==> src/rtl/v_horner_acc_pkg.sv <==
// Shared field constants and FSM state encoding for the Horner checksum accumulator.
package v_horner_acc_pkg;

    localparam int unsigned FIELD_W    = 64;
    localparam logic [63:0] FIELD_POLY = 64'h1B;
    localparam int unsigned DEF_NROWS  = 4;
    localparam int unsigned DEF_CNTW   = 32;

    typedef enum logic [1:0] {
        IDLE  = 2'd0,
        ACCUM = 2'd1,
        DONE  = 2'd2
    } state_e;

endpackage

==> src/rtl/v_horner_acc_gf_xpow.sv <==
// Combinational multiply by x^K in GF(2^W); K=0 passes the operand through.
module gf_xpow #(
    parameter int unsigned W    = 64,
    parameter logic [W-1:0] POLY = W'(64'h1B),
    parameter int unsigned K    = 0
) (
    input  logic [W-1:0] a_i,
    output logic [W-1:0] y_o
);

    always_comb begin
        y_o = a_i;
        for (int unsigned k = 0; k < K; k++) begin
            y_o = {y_o[W-2:0], 1'b0} ^ (y_o[W-1] ? POLY : '0);
        end
    end

endmodule

==> src/rtl/v_horner_acc.sv <==
// Sequential Vandermonde checksum accumulator: row_i <- x^i * row_i ^ block per accepted block.
module v_horner_acc
    import v_horner_acc_pkg::*;
#(
    parameter int unsigned  W     = FIELD_W,
    parameter int unsigned  NROWS = DEF_NROWS,
    parameter logic [W-1:0] POLY  = W'(FIELD_POLY),
    parameter int unsigned  CNTW  = DEF_CNTW
) (
    input  logic               clk,
    input  logic               rst_n,
    input  logic               start,
    input  logic               full_mode,
    input  logic               in_valid,
    output logic               in_ready,
    input  logic [W-1:0]       in_block,
    input  logic               in_last,
    input  logic               fin,
    output logic               out_valid,
    input  logic               out_ready,
    output logic [NROWS*W-1:0] checksum_out,
    output logic [CNTW-1:0]    blk_cnt,
    output logic               cnt_ovf
);

    state_e                       state_q, state_d;
    logic [NROWS-1:0][W-1:0]      row_q, row_d;
    logic [NROWS-1:0][W-1:0]      xp;
    logic [CNTW-1:0]              cnt_q, cnt_d;
    logic                         ovf_q, ovf_d;
    logic                         mode_q, mode_d;
    logic                         in_ready_q, in_ready_d;
    logic                         out_valid_q, out_valid_d;

    for (genvar g = 0; g < int'(NROWS); g++) begin : g_row
        gf_xpow #(.W(W), .POLY(POLY), .K(g)) u_xpow (
            .a_i (row_q[g]),
            .y_o (xp[g])
        );
    end

    always_ff @(posedge clk) begin
        if (!rst_n) begin
            state_q     <= IDLE;
            row_q       <= '0;
            cnt_q       <= '0;
            ovf_q       <= 1'b0;
            mode_q      <= 1'b1;
            in_ready_q  <= 1'b0;
            out_valid_q <= 1'b0;
        end else begin
            state_q     <= state_d;
            row_q       <= row_d;
            cnt_q       <= cnt_d;
            ovf_q       <= ovf_d;
            mode_q      <= mode_d;
            in_ready_q  <= in_ready_d;
            out_valid_q <= out_valid_d;
        end
    end

    always_comb begin
        state_d = state_q;
        row_d   = row_q;
        cnt_d   = cnt_q;
        ovf_d   = ovf_q;
        mode_d  = mode_q;
        case (state_q)
            IDLE: begin
                if (start) begin
                    row_d   = '0;
                    cnt_d   = '0;
                    ovf_d   = 1'b0;
                    mode_d  = full_mode;
                    state_d = ACCUM;
                end
            end
            ACCUM: begin
                if (in_valid) begin
                    // The top row only participates in full (AD) mode.
                    for (int unsigned i = 0; i < NROWS; i++) begin
                        if (i != NROWS - 1 || mode_q) begin
                            row_d[i] = xp[i] ^ in_block;
                        end
                    end
                    if (cnt_q != {CNTW{1'b1}}) begin
                        cnt_d = cnt_q + CNTW'(1);
                        if (cnt_d == {CNTW{1'b1}}) begin
                            ovf_d = 1'b1;
                        end
                    end
                end
                if ((in_valid && in_last) || fin) begin
                    state_d = DONE;
                end
            end
            DONE: begin
                if (out_ready) begin
                    state_d = IDLE;
                end
            end
            default: state_d = IDLE;
        endcase
        in_ready_d  = (state_d == ACCUM);
        out_valid_d = (state_d == DONE);
    end

    assign in_ready     = in_ready_q;
    assign out_valid    = out_valid_q;
    assign checksum_out = row_q;
    assign blk_cnt      = cnt_q;
    assign cnt_ovf      = ovf_q;

endmodule

==> config.mk <==
export PLATFORM = sky130hd
export DESIGN_NAME = v_horner_acc
export DESIGN_NICKNAME = d
export VERILOG_FILES = /design/src/rtl/v_horner_acc_pkg.sv /design/src/rtl/v_horner_acc_gf_xpow.sv /design/src/rtl/v_horner_acc.sv
export SDC_FILE = /design/constraint.sdc
export NUM_CORES = 1
export LEC_CHECK = 0
export BUFFER_PORTS_ARGS = -buffer_cell sky130_fd_sc_hd__clkbuf_2
export CAP_MARGIN = 40
export CORE_MARGIN = 2
export CORE_UTILIZATION = 45
export DETAILED_ROUTE_END_ITERATION = 8
export GPL_ROUTABILITY_DRIVEN = 1
export PLACE_DENSITY_LB_ADDON = 0.05
export SLEW_MARGIN = 20
export SYNTH_ARGS = -nofsm -noshare
export SYNTH_HDL_FRONTEND = slang
export SYNTH_SLANG_ARGS = --single-unit
export TNS_END_PERCENT = 1
==> constraint.sdc <==
create_clock -name clk -period 3 [get_ports clk]
set_input_delay 0.75 -clock clk [delete_from_list [all_inputs] [get_ports clk]]
set_output_delay 0.75 -clock clk [all_outputs]
set_load 0.01 [all_outputs]
==> results.tsv <==
metric	value	unit
status	finished, final reports clean	
avgSynthCellArea	8.615	µm²
drtIter0Drc	704	
pin_count_of_the_biggest_net_entering_global_routing	76	
utilization	57.40	%
initial_core_util	45.82	%
half_perimeter_wire_length_of_the_detailed_placement_result	27.58	mm
stdcell_area	16560	µm²
drive_gt1_share	24.73	%
timing.setup.tns	0	ps
destination_of_the_worst_register_to_register_timing_path	blk_cnt[7]$_SDFFE_PN0P_	
synth_ff_type	dfxtp_1	
first_global_vias	11270	
grt_util_all_layers	25.27	%
maximum_level_of_the_cts_h_tree	2	
timing_worst_setup_path_type	reg2reg	
worst_slew_margin_rel	55.79	%
setup.worst_path.start	blk_cnt[0]$_SDFFE_PN0P_	
cp_max_fanout	10	
skew	22.03	ps
critical_path_required	3460	ps
coreArea	28860	µm²
clock_tree.root_cell	clkbuf_16	
nFillCells	2747	
timing.critical_path.from_type	register	
setup.worst_path.end_class	register	
ff2ff_setup_slack	160	ps
synth_sequential_area_ratio	44.51	%
reg2reg_from	blk_cnt[0]$_SDFFE_PN0P_	
crit_arrival	3300	ps
max_freq	0.3517	GHz
finished_layout_cells	2266	
clockBufferDepth	3	
grt_first_pass_wirelength	63.36	mm
max_cap_viol_count	0	
fin_crit	2844	ps
drcViolationCount	0	
route.antenna.remaining_nets	0	
worst_hold_path_type	in2reg	
hold_viol_final	0	
yosys_warnings	0	
firstDrtPassIters	5	
asyncSetResetFlopFracSynth	0	%
routed_wire_length_per_instance	17.66	µm
initial_antenna_violation_count	2	
dpl.cell_count	2202	
die_width	175.4	µm
design.final.nets	1929	
detail_route.wirelength	40.02	mm
fin_crit_sh	94.78	%
irDropWorstVdd	0.3452	mV
clock_tree_from_tritoncts	done	
mappedNetlistNets	1609	
critPathCapture	blk_cnt[7]$_SDFFE_PN0P_	
max_slew.worst_pin.slew	663.1	ps
report.power.total	0.009387	W
unrepaired_setup_endpoints_after_global_routing	false	
placer_congestion	0.8538	
cts.clk_slew.worst_paths	60	ps
die_area	30770	µm²
syn2layout_area_growth	25.26	%
detailroute.via_count	11990	
cts.sink_count	294	
postCtsSetupRepairBufs	0	
syn-instance-count	1535	
unique_cell_type_count_in_the_yosys_netlist	56	
row_count	62	
r2r.worst_path.cells	8	
clk-insertion-delay-late	510	ps
port_buffers	362	
route.detailed.vias_per_inst	5.292	
die_h	175.4	µm
synth.ff_latch_count	294	
power_density	566.7	nW/µm²
numCtsBuffers	35	
synth_enable_flop_cells	0	
dpl-instance-area	15470	µm²
num_io_pins	363	
syn_area	13220	µm²
grt_overflow	0	
finalSetupViolCount	0	
p_leak	7.312	nW
slew_violations	0	
==> power by group <==
group / internal (W) / switching (W) / leakage (nW)
registers: 0.00405 / 0.000130 / 2.38
logic: 0.000449 / 0.000756 / 4.39
clock network: 0.00232 / 0.00168 / 0.539
total: 0.00682 / 0.00257 / 7.31
==> critical path: stages (launching register included) <==
cell	delay [ps]
dfxtp_1	460
ha_1	260
nand3_4	140
or4_4	590
nor4_4	380
buf_4	210
a41oi_2	330
a21boi_0	280
o21a_1	140
==> worst min path at each step <==
stage                                   startpoint  slack, ps                              to  depth (start not counted)
floorplan                      mode_q$_SDFFE_PN1P_        460  checksum_out[198]$_SDFFE_PN0P_                          2
global placement    checksum_out[121]$_SDFFE_PN0P_        480  checksum_out[121]$_SDFFE_PN0P_                          2
detailed placement  checksum_out[125]$_SDFFE_PN0P_        480  checksum_out[125]$_SDFFE_PN0P_                          2
CTS                                      full_mode        450             mode_q$_SDFFE_PN1P_                          3
global route                             full_mode        480             mode_q$_SDFFE_PN1P_                          3
finish                                   full_mode        470             mode_q$_SDFFE_PN1P_                          3
==> placed cells by master, fill, tap and decap left out, types with 17 or more instances in the layout <==
cell,count
nand3_1,30
nor3_1,17
nor2_1,327
xnor2_1,87
a22oi_1,117
a21oi_1,33
buf_4,23
o21ai_0,22
dfxtp_1,294
a31oi_1,72
nand2_1,104
clkbuf_16,36
xor2_1,192
clkbuf_2,362
==> metal layers <==
metal / vias up / global-route usage (%) / routed length [µm]
li1: 5882 / - / -
met1: 5637 / 34.08 / 18060
met2: 404 / 39.24 / 17760
met3: 68 / 6.710 / 3081
met4: 0 / 8.540 / 1119
met5: - / 0 / 0
==> synth_stat cells (6+ instances only) <==
library cell | instances | area share (%)
and3_1 | 6 | 0.28
o21ai_0 | 22 | 0.83
o21a_1 | 7 | 0.40
a22oi_1 | 117 | 6.6
nand2_1 | 105 | 3.0
xnor2_1 | 87 | 5.8
nor2_1 | 328 | 9.3
a21oi_1 | 34 | 1.3
a21boi_0 | 14 | 0.79
dfxtp_1 | 294 | 45
nand3b_1 | 8 | 0.45
inv_1 | 6 | 0.17
xor2_1 | 192 | 13
nand4_1 | 9 | 0.43
nor3_1 | 17 | 0.64
nand3_1 | 31 | 1.2
clkbuf_1 | 98 | 2.8
and4_1 | 7 | 0.46
a31oi_1 | 72 | 3.4
or4_1 | 7 | 0.40
==> what timing repair did <==
action	in CTS	in global routing
endpoints found under the setup margin	0	1
gates resized for setup	0	1
hold buffers	0	0
==> flip-flops by register name, indices dropped and copies added (netlist names) <==
register	flops
blk_cnt	32
checksum_out	256
cnt_ovf	1
in_ready	1
mode_q	1
out_valid	1
state_q	2
==> final cells by class <==
cell class | count | area [µm²] | share of cell area [%]
multi-input cells | 1124 | 6922 | 41.79
flip-flops and latches | 294 | 5886 | 35.53
repair buffers | 394 | 2165 | 13.07
clock buffers | 48 | 985.9 | 5.952
well taps | 384 | 480.5 | 2.901
clock inverters | 14 | 93.84 | 0.5665
inverters | 6 | 27.53 | 0.1662
diodes | 2 | 5.005 | 0.03021
==> logic make-up (layout without fill, tap and decap cells) <==
kind of cell,Yosys count,after routing,synth area share (%)
buffers and inverters,117,462,3.558
xor gates and xnor gates,279,279,18.48
other,0,2,0
muxes,2,2,0.1514
and+or+nand+nor,551,551,18.10
AOI/OAI and AO/OA,290,290,15.02
DFF,294,294,44.51
adders and majority gates,2,2,0.1892
==> stage by stage <==
stage	worst slack [ps]	hold slack (ps)
after floorplan	288.6	460.7
after global placement	280.5	478.8
after detailed placement	226.9	482.3
after CTS	206.6	451.6
after global routing	11.86	475.3
final	156.5	466.2
Note: power is estimated with default switching activity, not from simulation.
